[src/rtl/psr_defs.sv]
// Shared definitions for the program-status / exception-entry controller.
// Holds the mode codes, FSM state and exception type encodings, request bit
// indices, entry-table constants and CPSR layout.
package psr_defs;

  // Processor mode codes (CPSR[4:0])
  localparam logic [4:0] ModeUsr = 5'b10000;
  localparam logic [4:0] ModeFiq = 5'b10001;
  localparam logic [4:0] ModeIrq = 5'b10010;
  localparam logic [4:0] ModeSvc = 5'b10011;
  localparam logic [4:0] ModeMon = 5'b10110;
  localparam logic [4:0] ModeAbt = 5'b10111;
  localparam logic [4:0] ModeHyp = 5'b11010;
  localparam logic [4:0] ModeUnd = 5'b11011;
  localparam logic [4:0] ModeSys = 5'b11111;

  typedef enum logic [1:0] {
    StIdle,
    StSave,
    StLink,
    StVect
  } state_e;

  // Exception type; the encoding equals the request bit index.
  typedef enum logic [2:0] {
    ExcSvc  = 3'd0,
    ExcUnd  = 3'd1,
    ExcPabt = 3'd2,
    ExcIrq  = 3'd3,
    ExcFiq  = 3'd4,
    ExcDabt = 3'd5
  } exc_e;

  localparam int unsigned ReqSvc  = 0;
  localparam int unsigned ReqUnd  = 1;
  localparam int unsigned ReqPabt = 2;
  localparam int unsigned ReqIrq  = 3;
  localparam int unsigned ReqFiq  = 4;
  localparam int unsigned ReqDabt = 5;

  // CPSR layout
  localparam int unsigned CpsrI = 7;
  localparam int unsigned CpsrF = 6;
  localparam int unsigned CpsrT = 5;
  localparam logic [31:0] CpsrMask  = 32'hF00000FF;
  localparam logic [31:0] CpsrReset = 32'h000000D3;

  localparam int unsigned NumBanks = 7;

  typedef struct packed {
    logic       valid;
    logic [2:0] idx;
  } bank_t;

  // Map a mode code to its SPSR bank; usr, sys and undefined codes have none.
  function automatic bank_t spsr_bank(logic [4:0] mode);
    bank_t b;
    b = '{valid: 1'b1, idx: 3'd0};
    unique case (mode)
      ModeFiq: b.idx = 3'd0;
      ModeIrq: b.idx = 3'd1;
      ModeSvc: b.idx = 3'd2;
      ModeMon: b.idx = 3'd3;
      ModeAbt: b.idx = 3'd4;
      ModeHyp: b.idx = 3'd5;
      ModeUnd: b.idx = 3'd6;
      default: b.valid = 1'b0;
    endcase
    return b;
  endfunction

  function automatic logic [4:0] exc_mode(exc_e exc);
    unique case (exc)
      ExcDabt: return ModeAbt;
      ExcFiq:  return ModeFiq;
      ExcIrq:  return ModeIrq;
      ExcPabt: return ModeAbt;
      ExcUnd:  return ModeUnd;
      default: return ModeSvc;
    endcase
  endfunction

  function automatic logic [7:0] exc_vec_off(exc_e exc);
    unique case (exc)
      ExcDabt: return 8'h10;
      ExcFiq:  return 8'h1C;
      ExcIrq:  return 8'h18;
      ExcPabt: return 8'h0C;
      ExcUnd:  return 8'h04;
      default: return 8'h08;
    endcase
  endfunction

  function automatic logic [3:0] exc_lr_off(exc_e exc);
    return (exc == ExcDabt) ? 4'd8 : 4'd4;
  endfunction

endpackage

[src/rtl/exc_prio.sv]
// Exception request masking and fixed-priority selection.
//   req_i    : level requests {DAbt,FIQ,IRQ,PAbt,Und,SVC}
//   i_mask_i : CPSR.I, masks IRQ
//   f_mask_i : CPSR.F, masks FIQ
//   valid_o  : at least one unmasked request
//   type_o   : highest-priority unmasked request
module exc_prio
  import psr_defs::*;
(
  input  logic [5:0] req_i,
  input  logic       i_mask_i,
  input  logic       f_mask_i,
  output logic       valid_o,
  output exc_e       type_o
);

  logic [5:0] req_m;

  always_comb begin
    req_m          = req_i;
    req_m[ReqIrq]  = req_i[ReqIrq] & ~i_mask_i;
    req_m[ReqFiq]  = req_i[ReqFiq] & ~f_mask_i;

    valid_o = |req_m;
    type_o  = ExcSvc;
    if      (req_m[ReqDabt]) type_o = ExcDabt;
    else if (req_m[ReqFiq])  type_o = ExcFiq;
    else if (req_m[ReqIrq])  type_o = ExcIrq;
    else if (req_m[ReqPabt]) type_o = ExcPabt;
    else if (req_m[ReqUnd])  type_o = ExcUnd;
    else                     type_o = ExcSvc;
  end

endmodule

[src/rtl/psr_ctrl.sv]
// Program-status and exception-entry controller. Holds CPSR and the banked
// SPSRs, drives the register file mode, and sequences exception entry as
// SAVE (SPSR save + mode switch), LINK (banked R14 write), VECT (PC write).
//   Clk, Rst            : clock, synchronous active-high reset
//   Write_NZCV/NZCV_New : ALU flag update
//   Write_CPSR/CPSR_New : MSR CPSR write
//   Write_SPSR/SPSR_New : MSR write to current mode's SPSR
//   Exc_Ret             : CPSR <= current SPSR
//   Exc_Req, PC_Cur     : exception requests and PC to link from
//   M, CPSR, SPSR, NZCV : status outputs
//   Busy                : entry sequence in progress
//   Write_LR/LR_Addr/LR_Data, Write_PC/PC_New : register-file write strobes
module psr_ctrl
  import psr_defs::*;
#(
  parameter int unsigned     SIZE     = 32,
  parameter logic [SIZE-1:0] VEC_BASE = '0
) (
  input  logic            Clk,
  input  logic            Rst,
  input  logic            Write_NZCV,
  input  logic [3:0]      NZCV_New,
  input  logic            Write_CPSR,
  input  logic [SIZE-1:0] CPSR_New,
  input  logic            Write_SPSR,
  input  logic [SIZE-1:0] SPSR_New,
  input  logic            Exc_Ret,
  input  logic [5:0]      Exc_Req,
  input  logic [SIZE-1:0] PC_Cur,
  output logic [4:0]      M,
  output logic [SIZE-1:0] CPSR,
  output logic [SIZE-1:0] SPSR,
  output logic [3:0]      NZCV,
  output logic            Busy,
  output logic            Write_LR,
  output logic [3:0]      LR_Addr,
  output logic [SIZE-1:0] LR_Data,
  output logic            Write_PC,
  output logic [SIZE-1:0] PC_New
);

  state_e          state_q;
  logic [31:0]     cpsr_q;
  logic [31:0]     spsr_q [NumBanks];
  exc_e            exc_q;
  logic [SIZE-1:0] pc_q;
  logic            wr_lr_q;
  logic            wr_pc_q;
  logic [SIZE-1:0] lr_data_q;
  logic [SIZE-1:0] pc_new_q;

  logic  exc_valid;
  exc_e  exc_type;
  bank_t cur_bank;
  bank_t tgt_bank;

  exc_prio u_exc_prio (
    .req_i    (Exc_Req),
    .i_mask_i (cpsr_q[CpsrI]),
    .f_mask_i (cpsr_q[CpsrF]),
    .valid_o  (exc_valid),
    .type_o   (exc_type)
  );

  always_comb begin
    cur_bank = spsr_bank(cpsr_q[4:0]);
    tgt_bank = spsr_bank(exc_mode(exc_q));
  end

  always_ff @(posedge Clk) begin
    if (Rst) begin
      state_q   <= StIdle;
      cpsr_q    <= CpsrReset;
      for (int k = 0; k < NumBanks; k++) spsr_q[k] <= '0;
      exc_q     <= ExcSvc;
      pc_q      <= '0;
      wr_lr_q   <= 1'b0;
      wr_pc_q   <= 1'b0;
      lr_data_q <= '0;
      pc_new_q  <= '0;
    end else begin
      unique case (state_q)
        StIdle: begin
          if (exc_valid) begin
            // Accepting an exception drops every write in this cycle.
            exc_q   <= exc_type;
            pc_q    <= PC_Cur;
            state_q <= StSave;
          end else begin
            if (Exc_Ret && cur_bank.valid) begin
              cpsr_q <= spsr_q[cur_bank.idx];
            end else if (Write_CPSR) begin
              if (cpsr_q[4:0] != ModeUsr) cpsr_q <= CPSR_New[31:0] & CpsrMask;
              else                        cpsr_q[31:28] <= CPSR_New[31:28];
            end else if (Write_NZCV) begin
              cpsr_q[31:28] <= NZCV_New;
            end
            // Reads of spsr_q above see the pre-write value.
            if (Write_SPSR && cur_bank.valid) begin
              spsr_q[cur_bank.idx] <= SPSR_New[31:0] & CpsrMask;
            end
          end
        end
        StSave: begin
          // Every exception target mode is banked, so tgt_bank is always valid.
          spsr_q[tgt_bank.idx] <= cpsr_q;
          cpsr_q[4:0]          <= exc_mode(exc_q);
          cpsr_q[CpsrI]        <= 1'b1;
          cpsr_q[CpsrT]        <= 1'b0;
          if (exc_q == ExcFiq) cpsr_q[CpsrF] <= 1'b1;
          wr_lr_q   <= 1'b1;
          lr_data_q <= pc_q + SIZE'(exc_lr_off(exc_q));
          state_q   <= StLink;
        end
        StLink: begin
          wr_lr_q   <= 1'b0;
          lr_data_q <= '0;
          wr_pc_q   <= 1'b1;
          pc_new_q  <= VEC_BASE + SIZE'(exc_vec_off(exc_q));
          state_q   <= StVect;
        end
        StVect: begin
          wr_pc_q  <= 1'b0;
          pc_new_q <= '0;
          state_q  <= StIdle;
        end
        default: state_q <= StIdle;
      endcase
    end
  end

  always_comb begin
    M        = cpsr_q[4:0];
    CPSR     = SIZE'(cpsr_q);
    SPSR     = cur_bank.valid ? SIZE'(spsr_q[cur_bank.idx]) : '0;
    NZCV     = cpsr_q[31:28];
    Busy     = (state_q != StIdle);
    Write_LR = wr_lr_q;
    LR_Addr  = 4'd14;
    LR_Data  = lr_data_q;
    Write_PC = wr_pc_q;
    PC_New   = pc_new_q;
  end

  // Unimplemented status bits of the MSR data buses.
  logic unused_msr_bits;
  assign unused_msr_bits = ^{CPSR_New[27:8], SPSR_New[27:8]};

endmodule

[config.mk]
export PLATFORM = sky130hd
export DESIGN_NAME = psr_ctrl
export DESIGN_NICKNAME = d
export VERILOG_FILES = /design/src/rtl/psr_defs.sv /design/src/rtl/exc_prio.sv /design/src/rtl/psr_ctrl.sv
export SDC_FILE = /design/constraint.sdc
export NUM_CORES = 1
export LEC_CHECK = 0
export ABC_AREA = 1
export CAP_MARGIN = 20
export CORE_UTILIZATION = 55
export DETAILED_ROUTE_END_ITERATION = 12
export DONT_BUFFER_PORTS = 1
export HOLD_SLACK_MARGIN = 0.08
export PLACE_DENSITY = 0.75
export SLEW_MARGIN = 10
export SYNTH_ARGS = -nofsm -noshare
export SYNTH_HDL_FRONTEND = slang
export SYNTH_SLANG_ARGS = --single-unit
[constraint.sdc]
create_clock -name Clk -period 4.6 [get_ports Clk]
set_clock_uncertainty 0.15 [all_clocks]
set_input_delay 0.46 -clock Clk [delete_from_list [all_inputs] [get_ports Clk]]
set_output_delay 0.46 -clock Clk [all_outputs]
set_load 0.05 [all_outputs]
==> impl_metrics.json, run 1 <==
{
  "synthAdderAreaFrac_pct": 0.5527,
  "clock_latency_ns": 0.53,
  "layout_common_cells": "nand2_1, nor2_1, edfxtp_1",
  "post-place-ws_ns": 0.8579,
  "core-area_mm2": 0.03067,
  "outcome": "complete, no violations",
  "path_clk_slew_ns": 0.06,
  "drive_gt1_share_pct": 7.217,
  "synthSimpleGateAreaFrac_pct": 27.12,
  "netlist_area_mm2": 0.01720,
  "muxShareOfSynthArea_pct": 0,
  "fmax_ghz": 0.2371,
  "drv_slew": 0,
  "slew_headroom_pct": 26.05,
  "dp_hpwl_mm": 29.67,
  "drt_first_pass_iters": 5,
  "p_switching_w": 0.006997,
  "wire_per_inst_um": 18.29,
  "synth_compound_area_share_pct": 9.105,
  "drtAntennaViolNets": 0,
  "layout_commonest_cell": "nand2_1",
  "remaining_drc_errors": 0,
  "finalCritPeriodShare_pct": 91.70,
  "swShare_pct": 46.86,
  "ir_drop_mv": 0.6789,
  "period_minus_slack_ns": 4.218,
  "wl_mm": 47.81,
  "synth-edff-count": 224,
  "clock_sinks": 362,
  "cts_resized": 0,
  "rr_endpoint": "spsr_q[1][18]",
  "cts-root-buf": "clkbuf_16",
  "cpPeakStageDelay_ns": 0.83,
  "place.gp.congestion": 0.8993,
  "hp-class": "input pin to register",
  "rows": 64,
  "min_from": "CPSR_New[2]",
  "worstSetupPathType": "register to primary output",
  "vias": 14480,
  "grt_remaining_overflow": 0,
  "pwr-share-clk_pct": 20.4,
  "hold_viol": 0,
  "synth_warnings": 0,
  "setup_ws_ns": 0.3816,
  "synth_seq_area_share_pct": 55.16,
  "hold_depth": 4,
  "synth_ff_type": "edfxtp_1",
  "portBuffers": 0,
  "die_h_um": 178.9,
  "drt_iter0_drc": 1691,
  "timing.critical_path.mode_cell": "buf_4",
  "synth_seq_cells": 362,
  "synth_xor_area_share_pct": 0.05091,
  "yosysUniqueCellTypes": 43,
  "power.internal_w": 0.007935,
  "die_w_um": 178.9,
  "avgSynthCellArea_um2": 8.220,
  "io_pins": 256,
  "path_buf_inv": 3,
  "rr_worst_depth": 12,
  "synthArstFlopShare_pct": 0,
  "path_max_fanout": 31,
  "antenna_found_initial": 1,
  "clock_path_buffers": 3,
  "grt_pass1_vias": 13680,
  "initial_core_util_pct": 56.09,
  "cts_tree": "yes",
  "power_w": 0.01493,
  "syn2layout_area_growth_pct": 14.17,
  "cp-end-kind": "primary output",
  "grt_pass1_wl_mm": 72.73,
  "p_per_area_mw_per_mm2": 760.2,
  "setup_viol": 0,
  "crit_slowest_cell": "nor2_4",
  "grt_max_degree": 142,
  "numCtsBuffers": 39,
  "combPwrFrac_pct": 47.7,
  "crit_family": "simple AND/OR/NAND/NOR gates",
  "min_to": "CPSR[2]",
  "nets": 2306,
  "p_leak_nw": 8.100,
  "path_cells": "buf_4, nor3_1, nor2_4, buf_4, nand2_1, o21ai_0, nand2_1, a21oi_1, buf_4",
  "setup-tns-final_ns": 0,
  "die-area_mm2": 0.03199,
  "grtUsageTotal_pct": 29.82,
  "regToRegSetupSlack_ns": 0.76,
  "startpoint_type": "register",
  "cp.arrival_ns": 3.61,
  "cp.required_ns": 3.99,
  "worstMarginPinSlew_ns": 1.108,
  "syn_inst": 2093,
  "vias_per_cell": 5.537,
  "htreeDepth": 2,
  "max-cap-violations": 0,
  "power_frac_seq_pct": 31.9,
  "rsz0062_at_grt": "false",
  "reg2reg_from": "CPSR[2]",
  "synth_top_family_by_area": "simple AND/OR/NAND/NOR gates"
}
==> per-layer routing <==
layer	track usage, %	up-vias	routed length (µm)
li1	-	6887	-
met1	38.87	6737	18870
met2	48.09	747	22240
met3	7.294	104	5101
met4	10.98	0	1605
met5	0	-	0
==> sequential cells by signal (all words and copies together), names as in the netlist <==
register and cells:
spsr_q 256, Write_LR 1, PC_New 3, state_q 2, Write_PC 1, LR_Data 32, exc_q 3, pc_q 32
CPSR 32
==> power by group through the flow <==
stage | clock network [W] | registers, W | logic, W
after floorplan | 0 | 0.00475 | 0.00482
after global placement | 0 | 0.00479 | 0.00689
after detailed placement | 0 | 0.00482 | 0.00698
after CTS | 0.00307 | 0.00475 | 0.00707
after global routing | 0.00320 | 0.00481 | 0.00768
final | 0.00305 | 0.00476 | 0.00713
==> logic make-up after synthesis <==
logic type,after synthesis
buffers and inverters,302
DFF,362
adders and majority gates,7
other,2
AOI/OAI and AO/OA,271
xor gates and xnor gates,1
and+or+nand+nor,1148
==> what timing repair did <==
item,in CTS,in global routing
hold endpoints to repair,158,0
hold buffers,48,0
buffers inserted,0,0
==> cell usage after synthesis, types with 13 or more instances <==
cell type	number	area, µm²
clkbuf_1	55	206.5
buf_4	48	360.4
buf_2	40	200.2
a21oi_1	138	690.7
nand4_1	13	81.33
nand2_1	610	2290
dfxtp_1	138	2763
inv_1	139	521.8
nor3_1	17	85.08
o21ai_0	85	425.4
edfxtp_1	224	6726
nor2_1	323	1212
o211ai_1	13	97.59
nand3_1	156	780.8
==> layout make-up <==
cell class              count  area [µm²]
fillers                  2520       11030
flip-flops and latches    362        9489
multi-input cells        1512        6678
repair buffers            124        1194
clock buffers              53        1071
inverters                 148       555.5
well taps                 396       495.5
clock inverters            18       156.4
diodes                      1       2.502
==> tightest hold or removal path: cells and delay by family <==
kind	cells	cell delay (ns)
compound gates	2	0.16
simple gates	2	0.11
==> worst max-delay path by stage <==
stage	startpoint	endpoint	slack, ns	cells past startpoint
finish	CPSR[2]	SPSR[6]	0.38	9
global route	CPSR[2]	SPSR[28]	0.26	10
CTS	CPSR[2]	SPSR[5]	0.39	10
detailed placement	CPSR[2]	spsr_q[1][13]	0.86	12
global placement	CPSR[2]	spsr_q[1][13]	0.94	12
floorplan	state_q[0]	spsr_q[0][0]	1.31	11
==> per-stage QoR <==
stage          util [%]  hold WS (ns)  cells  instance area (µm²)
6_report          64.04       0.08504   2614                19640
5_1_grt           64.04       0.09925   2614                19640
4_1_cts           64.01       0.08086   2612                19630
3_5_place_dp      58.38        0.3003   2493                17910
3_3_place_gp      58.38        0.2920   2493                17910
2_1_floorplan         -        0.2878   2176                17520
No activity file was read; power rests on OpenSTA's default activity.
==> run 2, diff against run 1 <==
--- a/config.mk
+++ b/config.mk
@@ -6,12 +6,10 @@
 export NUM_CORES = 1
 export LEC_CHECK = 0
 export ABC_AREA = 1
-export CAP_MARGIN = 20
 export CORE_UTILIZATION = 55
 export DETAILED_ROUTE_END_ITERATION = 12
-export DONT_BUFFER_PORTS = 1
 export HOLD_SLACK_MARGIN = 0.08
-export PLACE_DENSITY = 0.75
+export PLACE_DENSITY = 0.86
 export SLEW_MARGIN = 10
 export SYNTH_ARGS = -nofsm -noshare
 export SYNTH_HDL_FRONTEND = slang
==> impl_metrics.json, run 2 (same netlist as run 1, synthesis figures left out) <==
{
  "place_inst": 2639,
  "clock_sinks": 362,
  "remaining_drc_errors": 0,
  "cp.arrival_ns": 3.68,
  "regToRegSetupSlack_ns": 1.00,
  "drt_iter0_drc": 1742,
  "drv_slew": 0,
  "p_leak_nw": 8.416,
  "antenna_cells": 0,
  "setup_ws_ns": 0.3074,
  "post-place-ws_ns": 0.9642,
  "grt_max_degree": 142,
  "cp.required_ns": 3.99,
  "worstSetupPathType": "register to primary output",
  "power_w": 0.01512,
  "hold_viol": 0,
  "die-area_mm2": 0.03199,
  "wire_per_inst_um": 17.83,
  "path_cells": "inv_1, nand3_1, nor2_4, inv_2, buf_12, nand2_1, nand2_1, nand2_1, nand3_1, nand2_1, nor2_1, clkdlybuf4s50_1",
  "layout_common_cells": "nand2_1, nor2_1, edfxtp_1",
  "die_h_um": 178.9,
  "rows": 64,
  "startpoint_type": "register",
  "nets": 2402,
  "finalCritPeriodShare_pct": 93.32,
  "drtAntennaViolNets": 0,
  "crit_slowest_cell": "clkdlybuf4s50_1",
  "worstMarginPinSlew_ns": 0.9430,
  "fillers": 2367,
  "path_max_fanout": 48,
  "max-cap-violations": 0,
  "rr_worst_depth": 12,
  "numCtsBuffers": 38,
  "largest_reg_flops": 256,
  "drt_first_pass_iters": 6,
  "vias_per_cell": 5.581,
  "io_pins": 256,
  "clock_latency_ns": 0.53,
  "core-area_mm2": 0.03067,
  "drive_gt1_share_pct": 6.315,
  "layout_commonest_cell": "nand2_1",
  "dp_hpwl_mm": 30.44,
  "fmax_ghz": 0.2330,
  "cts_setup_buffers": 0,
  "cts-root-buf": "clkbuf_16",
  "cpPeakStageDelay_ns": 0.87,
  "p_per_area_mw_per_mm2": 733.7,
  "wl_mm": 48.27,
  "initial_core_util_pct": 56.09,
  "slew_headroom_pct": 37.07,
  "grtUsageTotal_pct": 30.62,
  "rsz0062_at_grt": "false",
  "grt_remaining_overflow": 0,
  "outcome": "complete, no violations",
  "cp-end-kind": "primary output",
  "setup_viol": 0,
  "hp-class": "input pin to register",
  "die_w_um": 178.9,
  "htreeDepth": 2,
  "fin_cells": 2708,
  "cts_resized": 0,
  "setup-tns-final_ns": 0,
  "cts_tree": "yes",
  "path_clk_slew_ns": 0.06,
  "hold_depth": 2,
  "portBuffers": 182,
  "antenna_found_initial": 3,
  "syn2layout_area_growth_pct": 19.81,
  "grt_pass1_vias": 14560,
  "timing.critical_path.mode_cell": "nand2_1",
  "largest_register": "spsr_q",
  "cts_hold_buffers": 0,
  "period_minus_slack_ns": 4.293,
  "vias": 15110,
  "place.gp.congestion": 0.9204,
  "clock_path_buffers": 3,
  "ir_drop_mv": 0.5243,
  "grt_pass1_wl_mm": 75.31
}
run 2: cell types whose count changed in the layout (fill, tap and decap cells not counted), sizes merged:
| cell | delta |
|---|---|
| clkbuf | +2 |
| dlygate4sd3 | -47 |
| buf | -18 |
| clkinv | -6 |
| bufinv | +2 |
| diode | -1 |
| clkdlybuf4s50 | +162 |
run 2: area by class of cell:
| type | count | area, µm² | area share, % |
|---|---|---|---|
| timing repair buffer | 221 | 2125 | 10.31 |
| multi-input combinational | 1512 | 6678 | 32.40 |
| clock buffer | 55 | 1076 | 5.220 |
| clock inverter | 14 | 193.9 | 0.9409 |
| inverter | 148 | 555.5 | 2.695 |
| tap | 396 | 495.5 | 2.404 |
| sequential | 362 | 9489 | 46.04 |
run 2: power by group:
group          internal [W]  leakage (nW)  switching, W  total [W]
combinational       0.00215          4.36       0.00543    0.00758
clock               0.00191         0.621       0.00125    0.00315
sequential          0.00406          3.43      0.000335    0.00439
run 2: worst paths after layout:
path / start / endpoint
setup reg to reg: state_q[1] / spsr_q[2][12]
setup / recovery: CPSR[0] / SPSR[2]
hold reg to reg: LR_Data[1] / LR_Data[1]
hold / removal: Rst / PC_New[3]
run 2: worst max-delay path, delay by kind of cell, from the launching register on:
kind	cells	cell delay [ns]
DFF	1	0.44
buffers and inverters	4	1.78
and+or+nand+nor	8	0.90
run 2: layer usage:
layer	vias up	global-route usage [%]	wire length [µm]
li1	7072	-	-
met4	4	11.97	1559
met2	913	50.60	22790
met3	136	5.725	5207
met1	6987	39.72	18690
met5	-	0	26
run 2: through the flow:
| step | utilization (%) | area, µm² | hold slack [ns] |
|---|---|---|---|
| final | 67.21 | 20610 | 0.1065 |
| after global routing | 67.21 | 20610 | 0.1138 |
| after CTS | 67.21 | 20610 | 0.08654 |
| after detailed placement | 63.07 | 19340 | 0.3090 |
| after global placement | 63.07 | 19340 | 0.3055 |
| after floorplan | - | 17520 | 0.2878 |
==> run 3, diff against run 2 <==
--- a/config.mk
+++ b/config.mk
@@ -6,10 +6,11 @@
 export NUM_CORES = 1
 export LEC_CHECK = 0
 export ABC_AREA = 1
-export CORE_UTILIZATION = 55
+export ABC_CLOCK_PERIOD_IN_PS = 4600
+export CORE_UTILIZATION = 59
 export DETAILED_ROUTE_END_ITERATION = 12
 export HOLD_SLACK_MARGIN = 0.08
-export PLACE_DENSITY = 0.86
+export PLACE_DENSITY = 0.91
 export SLEW_MARGIN = 10
 export SYNTH_ARGS = -nofsm -noshare
 export SYNTH_HDL_FRONTEND = slang
==> impl_metrics.json, run 3 (same netlist as run 1, synthesis figures left out) <==
{
  "worstMarginPinSlew_ns": 0.9103,
  "clock_path_buffers": 3,
  "grt_pass1_wl_mm": 79.40,
  "remaining_drc_errors": 0,
  "io_pins": 256,
  "fin_cells": 2706,
  "place.gp.congestion": 0.9101,
  "startpoint_type": "register",
  "core-area_mm2": 0.02870,
  "fmax_ghz": 0.2225,
  "die_h_um": 172.8,
  "layout_commonest_cell": "nand2_1",
  "setup_viol": 0,
  "outcome": "complete, no violations",
  "drt_first_pass_iters": 6,
  "crit_family": "buffers and inverters",
  "wire_per_inst_um": 18.78,
  "timing.critical_path.mode_cell": "nor2_1",
  "place_inst": 2640,
  "hp-class": "register to register",
  "cts_setup_buffers": 0,
  "combPwrFrac_pct": 51.7,
  "cts_tree": "yes",
  "portBuffers": 182,
  "cp.arrival_ns": 3.88,
  "hold_viol": 0,
  "p_leak_nw": 8.386,
  "wl_mm": 50.83,
  "crit_slowest_cell": "clkdlybuf4s50_1",
  "rsz0062_at_grt": "false",
  "grt_remaining_overflow": 0,
  "path_cells": "nor2_1, nor2_1, nand2_2, nand3_2, clkinvlp_4, buf_4, nor2_1, clkdlybuf4s50_1",
  "clock_sinks": 362,
  "layout_common_cells": "nand2_1, nor2_1, edfxtp_1",
  "worstSetupPathType": "register to primary output",
  "cp-end-kind": "primary output",
  "cpPeakStageDelay_ns": 0.80,
  "p_switching_w": 0.007132,
  "vias_per_cell": 5.795,
  "period_minus_slack_ns": 4.494,
  "drv_slew": 0,
  "drive_gt1_share_pct": 6.029,
  "htreeDepth": 2,
  "p_per_area_mw_per_mm2": 734.3,
  "path_buf_inv": 3,
  "grt_max_degree": 75,
  "antenna_found_initial": 2,
  "vias": 15680,
  "ir_drop_mv": 0.4641,
  "dp_hpwl_mm": 32.32,
  "power_frac_seq_pct": 29.1,
  "grt_pass1_vias": 15430,
  "die-area_mm2": 0.02985,
  "hold-worst-slack_ns": 0.3166,
  "swShare_pct": 47.16,
  "drt_iter0_drc": 2009,
  "drtAntennaViolNets": 0,
  "grtUsageTotal_pct": 33.75,
  "power.internal_w": 0.007992,
  "die_w_um": 172.8,
  "slew_headroom_pct": 39.24,
  "path_clk_slew_ns": 0.06,
  "numCtsBuffers": 37,
  "antenna_cells": 0,
  "rows": 62,
  "cts-root-buf": "clkbuf_16",
  "clock_latency_ns": 0.53,
  "cp.required_ns": 3.99,
  "path_max_fanout": 18,
  "pwr-share-clk_pct": 19.2,
  "setup-tns-final_ns": 0,
  "syn2layout_area_growth_pct": 19.72,
  "finalCritPeriodShare_pct": 97.71,
  "max-cap-violations": 0,
  "largest_register": "spsr_q",
  "largest_reg_flops": 256,
  "nets": 2414,
  "initial_core_util_pct": 59.94
}
-- run 3: worst paths after layout --
check / startpoint / end / slack [ns] / cells after the start
max: CPSR[2] / SPSR[17] / 0.11 / 8
min: LR_Data[5] / LR_Data[5] / 0.32 / 2
max reg2reg: CPSR[2] / spsr_q[5][25] / 0.53 / 11
min reg2reg: LR_Data[5] / LR_Data[5] / 0.32 / 2
-- run 3: repair_timing --
action,CTS,global route
gates resized for setup,0,1
endpoints found under the setup margin,0,8
hold buffers,0,0
-- run 3: metrics by stage --
stage	cell area [µm²]	setup slack [ns]	utilization (%)	power (W)
global route	20600	0.01864	71.76	0.01578
detailed placement	19440	0.7483	67.75	0.01200
finish	20600	0.1056	71.76	0.01512
global placement	19440	0.7894	67.75	0.01181
CTS	20590	0.1915	71.75	0.01495
floorplan	17520	1.310	-	0.009568
-- run 3: layer usage --
layer	wire (µm)	GRT usage, %	up-vias
li1	-	-	7097
met1	18520	42.86	7200
met2	23830	55.48	1172
met3	6276	6.508	207
met4	2179	16.78	4
met5	27	0	-
-- run 3: area by class of cell --
class | count | area, µm²
flip-flops and latches | 362 | 9489
fillers | 2031 | 8105
multi-input cells | 1512 | 6678
repair buffers | 234 | 2242
clock buffers | 54 | 1042
inverters | 148 | 559.3
well taps | 384 | 480.5
clock inverters | 12 | 106.4
-- run 3: tightest hold or removal path, cell delays in order, from the launching register on --
cell and delay (ns):
dfxtp_1 0.31, nand2_1 0.06, a21oi_1 0.05
-- run 3: power groups by stage --
stage	Combinational, W	Sequential, W	Clock (W)
2_1_floorplan	0.00482	0.00475	0
3_3_place_gp	0.00740	0.00441	0
3_5_place_dp	0.00756	0.00444	0
4_1_cts	0.00766	0.00438	0.00290
5_1_grt	0.00830	0.00444	0.00304
6_report	0.00782	0.00440	0.00290
